**config.mk**
```make
export PLATFORM = sky130hd
export DESIGN_NAME = soc_decerr_slave
export DESIGN_NICKNAME = d
export VERILOG_FILES = /design/src/rtl/soc_decerr_slave.sv
export SDC_FILE = /design/constraint.sdc
export NUM_CORES = 1
export LEC_CHECK = 0
export ABC_AREA = 1
export BUFFER_PORTS_ARGS = -buffer_cell sky130_fd_sc_hd__buf_2
export CAP_MARGIN = 10
export CORE_AREA = 2 2 131 133
export CTS_CLUSTER_SIZE = 30
export DETAILED_ROUTE_END_ITERATION = 8
export DIE_AREA = 0 0 133 135
export PLACE_DENSITY = 0.71
export SLEW_MARGIN = 20
export SYNTH_ARGS = -nofsm -noshare
export SYNTH_HDL_FRONTEND = slang
export SYNTH_SLANG_ARGS = --single-unit
```
**constraint.sdc**
```tcl
create_clock -name clk_i -period 6.5 [get_ports clk_i]
set_input_delay 0.325 -clock clk_i [delete_from_list [all_inputs] [get_ports clk_i]]
set_output_delay 0.325 -clock clk_i [all_outputs]
set_load 0.005 [all_outputs]
```
**src/rtl/soc_decerr_slave.sv**
```systemverilog
// -----------------------------------------------------------------------------
// soc_decerr_slave
//
// Default slave of the SoC crossbar. Any transaction that matched no address
// rule lands here and is answered with DECERR. Write and read paths are
// independent FSMs; a small error log records how many transactions arrived
// (saturating) and the address of the most recent one.
//
// Ports
//   clk_i, rst_ni          clock, asynchronous active-low reset
//   aw_*                   write-address channel (aw_len_i is ignored)
//   w_valid_i/w_ready_o    write-data channel; the burst ends on w_last_i
//   b_*                    write-response channel, always DECERR
//   ar_*                   read-address channel
//   r_*                    read-data channel, ar_len_i+1 beats of RespData
//   err_cnt_o              saturating count of accepted AW + AR handshakes
//   err_addr_o             address of the most recently accepted request
//   dbg_w_state            write FSM state (0 idle, 1 data, 2 resp)
//   dbg_r_state            read FSM state (0 idle, 1 data)
//
// Handshakes: a transfer happens on a rising clk_i edge where valid and
// ready are both high. This slave never drops a valid it has raised and
// keeps every payload output stable until the matching ready arrives.
// -----------------------------------------------------------------------------
module soc_decerr_slave #(
  parameter int unsigned AxiIdWidth   = 7,
  parameter int unsigned AxiAddrWidth = 64,
  parameter int unsigned AxiDataWidth = 64,
  parameter logic [AxiDataWidth-1:0] RespData = AxiDataWidth'(64'hBADC_AB1E_BADC_AB1E)
) (
  input  logic                    clk_i,
  input  logic                    rst_ni,
  // write address
  input  logic                    aw_valid_i,
  output logic                    aw_ready_o,
  input  logic [AxiIdWidth-1:0]   aw_id_i,
  input  logic [AxiAddrWidth-1:0] aw_addr_i,
  input  logic [7:0]              aw_len_i,
  // write data
  input  logic                    w_valid_i,
  output logic                    w_ready_o,
  input  logic                    w_last_i,
  // write response
  output logic                    b_valid_o,
  input  logic                    b_ready_i,
  output logic [AxiIdWidth-1:0]   b_id_o,
  output logic [1:0]              b_resp_o,
  // read address
  input  logic                    ar_valid_i,
  output logic                    ar_ready_o,
  input  logic [AxiIdWidth-1:0]   ar_id_i,
  input  logic [AxiAddrWidth-1:0] ar_addr_i,
  input  logic [7:0]              ar_len_i,
  // read data
  output logic                    r_valid_o,
  input  logic                    r_ready_i,
  output logic [AxiIdWidth-1:0]   r_id_o,
  output logic [AxiDataWidth-1:0] r_data_o,
  output logic [1:0]              r_resp_o,
  output logic                    r_last_o,
  // error log
  output logic [15:0]             err_cnt_o,
  output logic [AxiAddrWidth-1:0] err_addr_o,
  // FSM state visibility
  output logic [1:0]              dbg_w_state,
  output logic                    dbg_r_state
);

  localparam logic [1:0] RespDecErr = 2'b11;

  typedef enum logic [1:0] {
    W_IDLE = 2'd0,
    W_DATA = 2'd1,
    W_RESP = 2'd2
  } w_state_e;

  typedef enum logic {
    R_IDLE = 1'b0,
    R_DATA = 1'b1
  } r_state_e;

  w_state_e w_state_q, w_state_d;
  r_state_e r_state_q, r_state_d;

  logic [AxiIdWidth-1:0] w_id_q;
  logic [AxiIdWidth-1:0] r_id_q;
  logic [7:0]            r_cnt_q, r_cnt_d;

  logic aw_hs, w_hs, b_hs, ar_hs, r_hs;
  logic aw_ready_raw, ar_ready_raw;

  // The burst length of a write is defined by w_last_i alone.
  logic aw_len_unused;
  assign aw_len_unused = ^aw_len_i;

  // Address readies are gated with the reset pin itself so they read 0 while
  // reset is held and rise in the very first cycle after release, without
  // waiting for a clock edge to update a flop.
  assign aw_ready_o = aw_ready_raw & rst_ni;
  assign ar_ready_o = ar_ready_raw & rst_ni;

  assign aw_hs = aw_valid_i & aw_ready_o;
  assign w_hs  = w_valid_i  & w_ready_o;
  assign b_hs  = b_valid_o  & b_ready_i;
  assign ar_hs = ar_valid_i & ar_ready_o;
  assign r_hs  = r_valid_o  & r_ready_i;

  // ---------------------------------------------------------------------------
  // Write path
  // ---------------------------------------------------------------------------
  always_ff @(posedge clk_i or negedge rst_ni) begin
    if (!rst_ni) begin
      w_state_q <= W_IDLE;
      w_id_q    <= '0;
    end else begin
      w_state_q <= w_state_d;
      if (aw_hs) begin
        w_id_q <= aw_id_i;
      end
    end
  end

  always_comb begin
    w_state_d    = w_state_q;
    aw_ready_raw = 1'b0;
    w_ready_o    = 1'b0;
    b_valid_o    = 1'b0;
    b_id_o       = '0;
    b_resp_o     = 2'b00;
    unique case (w_state_q)
      W_IDLE: begin
        aw_ready_raw = 1'b1;
        if (aw_hs) begin
          w_state_d = W_DATA;
        end
      end
      W_DATA: begin
        // Beats that show up before the AW handshake simply wait here.
        w_ready_o = 1'b1;
        if (w_hs && w_last_i) begin
          w_state_d = W_RESP;
        end
      end
      W_RESP: begin
        b_valid_o = 1'b1;
        b_id_o    = w_id_q;
        b_resp_o  = RespDecErr;
        if (b_ready_i) begin
          w_state_d = W_IDLE;
        end
      end
      default: begin
        w_state_d = W_IDLE;
      end
    endcase
  end

  // ---------------------------------------------------------------------------
  // Read path
  // ---------------------------------------------------------------------------
  always_ff @(posedge clk_i or negedge rst_ni) begin
    if (!rst_ni) begin
      r_state_q <= R_IDLE;
      r_id_q    <= '0;
      r_cnt_q   <= '0;
    end else begin
      r_state_q <= r_state_d;
      r_cnt_q   <= r_cnt_d;
      if (ar_hs) begin
        r_id_q <= ar_id_i;
      end
    end
  end

  always_comb begin
    r_state_d    = r_state_q;
    r_cnt_d      = r_cnt_q;
    ar_ready_raw = 1'b0;
    r_valid_o    = 1'b0;
    r_id_o       = '0;
    r_data_o     = '0;
    r_resp_o     = 2'b00;
    r_last_o     = 1'b0;
    unique case (r_state_q)
      R_IDLE: begin
        ar_ready_raw = 1'b1;
        if (ar_hs) begin
          r_cnt_d   = ar_len_i;
          r_state_d = R_DATA;
        end
      end
      R_DATA: begin
        r_valid_o = 1'b1;
        r_id_o    = r_id_q;
        r_data_o  = RespData;
        r_resp_o  = RespDecErr;
        // The counter holds the number of beats still to come after this one,
        // so the last beat is the one presented with a zero count. Leaving on
        // that handshake instead of decrementing avoids a wrap at len=255.
        r_last_o  = (r_cnt_q == 8'd0);
        if (r_hs) begin
          if (r_cnt_q == 8'd0) begin
            r_state_d = R_IDLE;
          end else begin
            r_cnt_d = r_cnt_q - 8'd1;
          end
        end
      end
      default: begin
        r_state_d = R_IDLE;
      end
    endcase
  end

  // ---------------------------------------------------------------------------
  // Error log
  // ---------------------------------------------------------------------------
  logic [16:0] err_sum;

  // One extra bit catches both FFFF+1 and FFFE+2 as overflow.
  assign err_sum = {1'b0, err_cnt_o} + {15'd0, aw_hs} + {15'd0, ar_hs};

  always_ff @(posedge clk_i or negedge rst_ni) begin
    if (!rst_ni) begin
      err_cnt_o  <= '0;
      err_addr_o <= '0;
    end else begin
      err_cnt_o <= err_sum[16] ? 16'hFFFF : err_sum[15:0];
      // On a simultaneous handshake the read address is the one recorded.
      if (ar_hs) begin
        err_addr_o <= ar_addr_i;
      end else if (aw_hs) begin
        err_addr_o <= aw_addr_i;
      end
    end
  end

  assign dbg_w_state = w_state_q;
  assign dbg_r_state = r_state_q;

endmodule

```
==> impl_metrics.tcl <==
set metrics [dict create \
    hold_buffers 1 \
    vias 5531 \
    synth_cell_types 33 \
    hpwl_um 11910 \
    cts_made_buffers 9 \
    p_leak_nw 3.774 \
    vias_per_cell 4.687 \
    gp_congestion 0.8339 \
    pwr-share-clk_pct 19.6 \
    diodes 0 \
    grt_pass1_vias 5255 \
    drt_iter0_markers 368 \
    p_sw_mw 1.015 \
    crit_type "primary input to flip-flop" \
    num_rows 47 \
    ios 337 \
    power_per_cell_area_mw_per_mm2 370.9 \
    drive_gt1_share_pct 36.04 \
    start_util_pct 35.38 \
    relSlewSlack_pct 37.95 \
    clkTransAtPathRegs_ns 0.08 \
    setup_viol 0 \
    fin_area_sq_mm 0.007253 \
    final_nets 1125 \
    tightest_slew_ns 0.9308 \
    fin_skew_ns 0.01381 \
    synth.avg_cell_area_sq_um 8.063 \
    tns_ns 0 \
    core-area_sq_mm 0.01641 \
    die_h_um 135 \
    post_cts_resized 0 \
    drc 0 \
    drv_cap 0 \
    grt_pass1_wl_um 26420 \
    hold_viol 0 \
    rsz0062_at_grt "no" \
    yosys_warnings 0 \
    layout_common_cells "301 x buf_2, 145 x nand2_1, 105 x dfrtp_1" \
    insertion_delay_ns 0.35 \
    ys_seq_area_share_pct 45.26 \
    h-tree-depth 3 \
    switching_share_pct 37.71 \
    ctsRootBufferMaster "clkbuf_16" \
    wire_per_inst_um 14.11 \
    start_kind "primary input" \
    cts.sinks 105 \
    slew_viol_final 0 \
    cp-end-kind "flip-flop" \
    fill_cells 1696 \
    synthToLayoutAreaGrowth_pct 24.94 \
    gr-total-overflow 0 \
    track_usage_pct 18.39 \
    critPathArrivalTime_ns 3.59 \
    ir_drop_uv 127.0 \
    postCtsSetupBuffers 0 \
    p_int_mw 1.676 \
    comb_power_share_pct 40.0 \
    dr.pass1.iters 5 \
    fmax_ghz 0.3015 \
    wirelength_um 16650 \
    hold_class "primary input to flip-flop" \
    ys_ff_latch 105 \
    finalCriticalPeriod_ns 3.317 \
    die_w_um 133 \
    cts.path.max_buffers 2 \
    cp.required_ns 6.77 \
    grt_max_degree 80 \
    postPlaceCellArea_sq_mm 0.006964 \
    antenna_found_initial 0 \
    synthCells 720 \
    period_share_pct 51.03 \
    cts_tree "yes" \
    io_buffers 302 \
    synth_area_sq_mm 0.005806 \
    final_common_cell "buf_2" \
    seqPwrFrac_pct 40.4 \
    ant_nets 0 \
    dieArea_sq_mm 0.01796 \
    cp_max_fo 37 \
    status "completed" \
]
## cells in the mapped netlist (all sizes together)
library cell / n / area, sq um
clkbuf: 6 / 22.52
a31oi: 66 / 412.9
a21oi: 3 / 18.77
nand2: 149 / 566.8
o21ai: 23 / 118.9
a21boi: 1 / 7.510
conb: 1 / 3.750
inv: 48 / 180.2
xnor2: 1 / 8.760
dfrtp: 105 / 2628
mux2: 7 / 78.83
nand4: 7 / 43.79
buf: 104 / 754.5
or2: 4 / 25.03
xor2: 2 / 17.52
ha: 4 / 50.05
nand3: 89 / 450.4
nor3: 5 / 36.29
nor2: 93 / 366.6
nand3b: 2 / 15.01
## power groups by stage
| stage | Combinational (mW) | Clock (mW) | Sequential [mW] |
|---|---|---|---|
| after CTS | 1.10 | 0.543 | 1.09 |
| after floorplan | 0.676 | 0 | 1.12 |
| after global placement | 1.07 | 0 | 1.09 |
| final | 1.08 | 0.527 | 1.09 |
| after detailed placement | 1.09 | 0 | 1.10 |
| after global routing | 1.23 | 0.572 | 1.12 |
## state kept, by name, summed over array words and instances, names as in the netlist
name / flops
dbg_r_state: 1
dbg_w_state: 2
err_addr_o: 64
err_cnt_o: 16
r_cnt_q: 8
r_id_q: 7
w_id_q: 7
## routing by layer
layer / routed length, um / global-route usage (%) / vias up
met5: 0 / 0 / -
met4: 188 / 5.376 / 0
met3: 1051 / 4.204 / 15
met2: 8289 / 31.75 / 216
met1: 7116 / 23.08 / 2564
li1: - / - / 2736
## layout make-up
cell class | count | area (sq um) | share of cell area (%)
repair buffers | 309 | 1569 | 21.63
flip-flops and latches | 105 | 2628 | 36.23
clock buffers | 9 | 225.2 | 3.105
multi-input cells | 482 | 2322 | 32.02
clock inverters | 7 | 53.80 | 0.7418
inverters | 48 | 180.2 | 2.484
well taps | 220 | 275.3 | 3.795
## critical path, stage by stage
cell,delay [ns]
dlygate4sd3_1,0.54
buf_4,0.42
inv_2,0.13
nor3_4,0.15
nand2_2,0.10
inv_1,0.29
ha_1,0.20
inv_1,0.05
nand2_2,0.14
ha_1,0.19
nand2_1,0.09
nor2_2,0.14
nand2_1,0.16
nor2_2,0.22
nand3_2,0.25
nand3_1,0.15
## worst paths after layout
check | from | to | slack [ns] | cells past startpoint
max | rst_ni | err_cnt_o[9]$_DFF_PN0_ | 3.18 | 16
max in group asynchronous | rst_ni | err_addr_o[24]$_DFFE_PN0P_ | 4.69 | 3
min in group asynchronous | rst_ni | dbg_w_state[0]$_DFFE_PN0P_ | 0.50 | 2
max reg2reg | dbg_w_state[1]$_DFFE_PN0P_ | err_cnt_o[9]$_DFF_PN0_ | 3.76 | 13
min | b_ready_i | dbg_w_state[1]$_DFFE_PN0P_ | 0.17 | 2
min reg2reg | r_id_q[2]$_DFFE_PN0P_ | r_id_q[2]$_DFFE_PN0P_ | 0.51 | 1
## metrics by stage
step	worst slack (ns)	utilization [%]	std cells	hold WS, ns	power, mW
after floorplan	3.379	-	745	0.02941	1.794
after global placement	3.307	42.45	1163	0.3242	2.162
after detailed placement	3.270	42.45	1163	0.3305	2.189
after global routing	2.740	44.21	1180	0.1852	2.925
final	3.183	44.21	1180	0.1740	2.690
after CTS	3.092	44.21	1180	0.1585	2.726
## cells by family (layout without fill, tap and decap cells)
family,after synthesis,count (layout),share of synthesized area [%]
xor+xnor,3,3,0.4527
compound gates,93,93,9.612
fa+ha+maj,4,4,0.8621
simple gates,349,349,25.91
buf+inv,158,373,16.49
mux,7,7,1.358
flops,105,105,45.26
other cells,1,26,0.06459
Note: power is estimated with default switching activity, not from simulation.
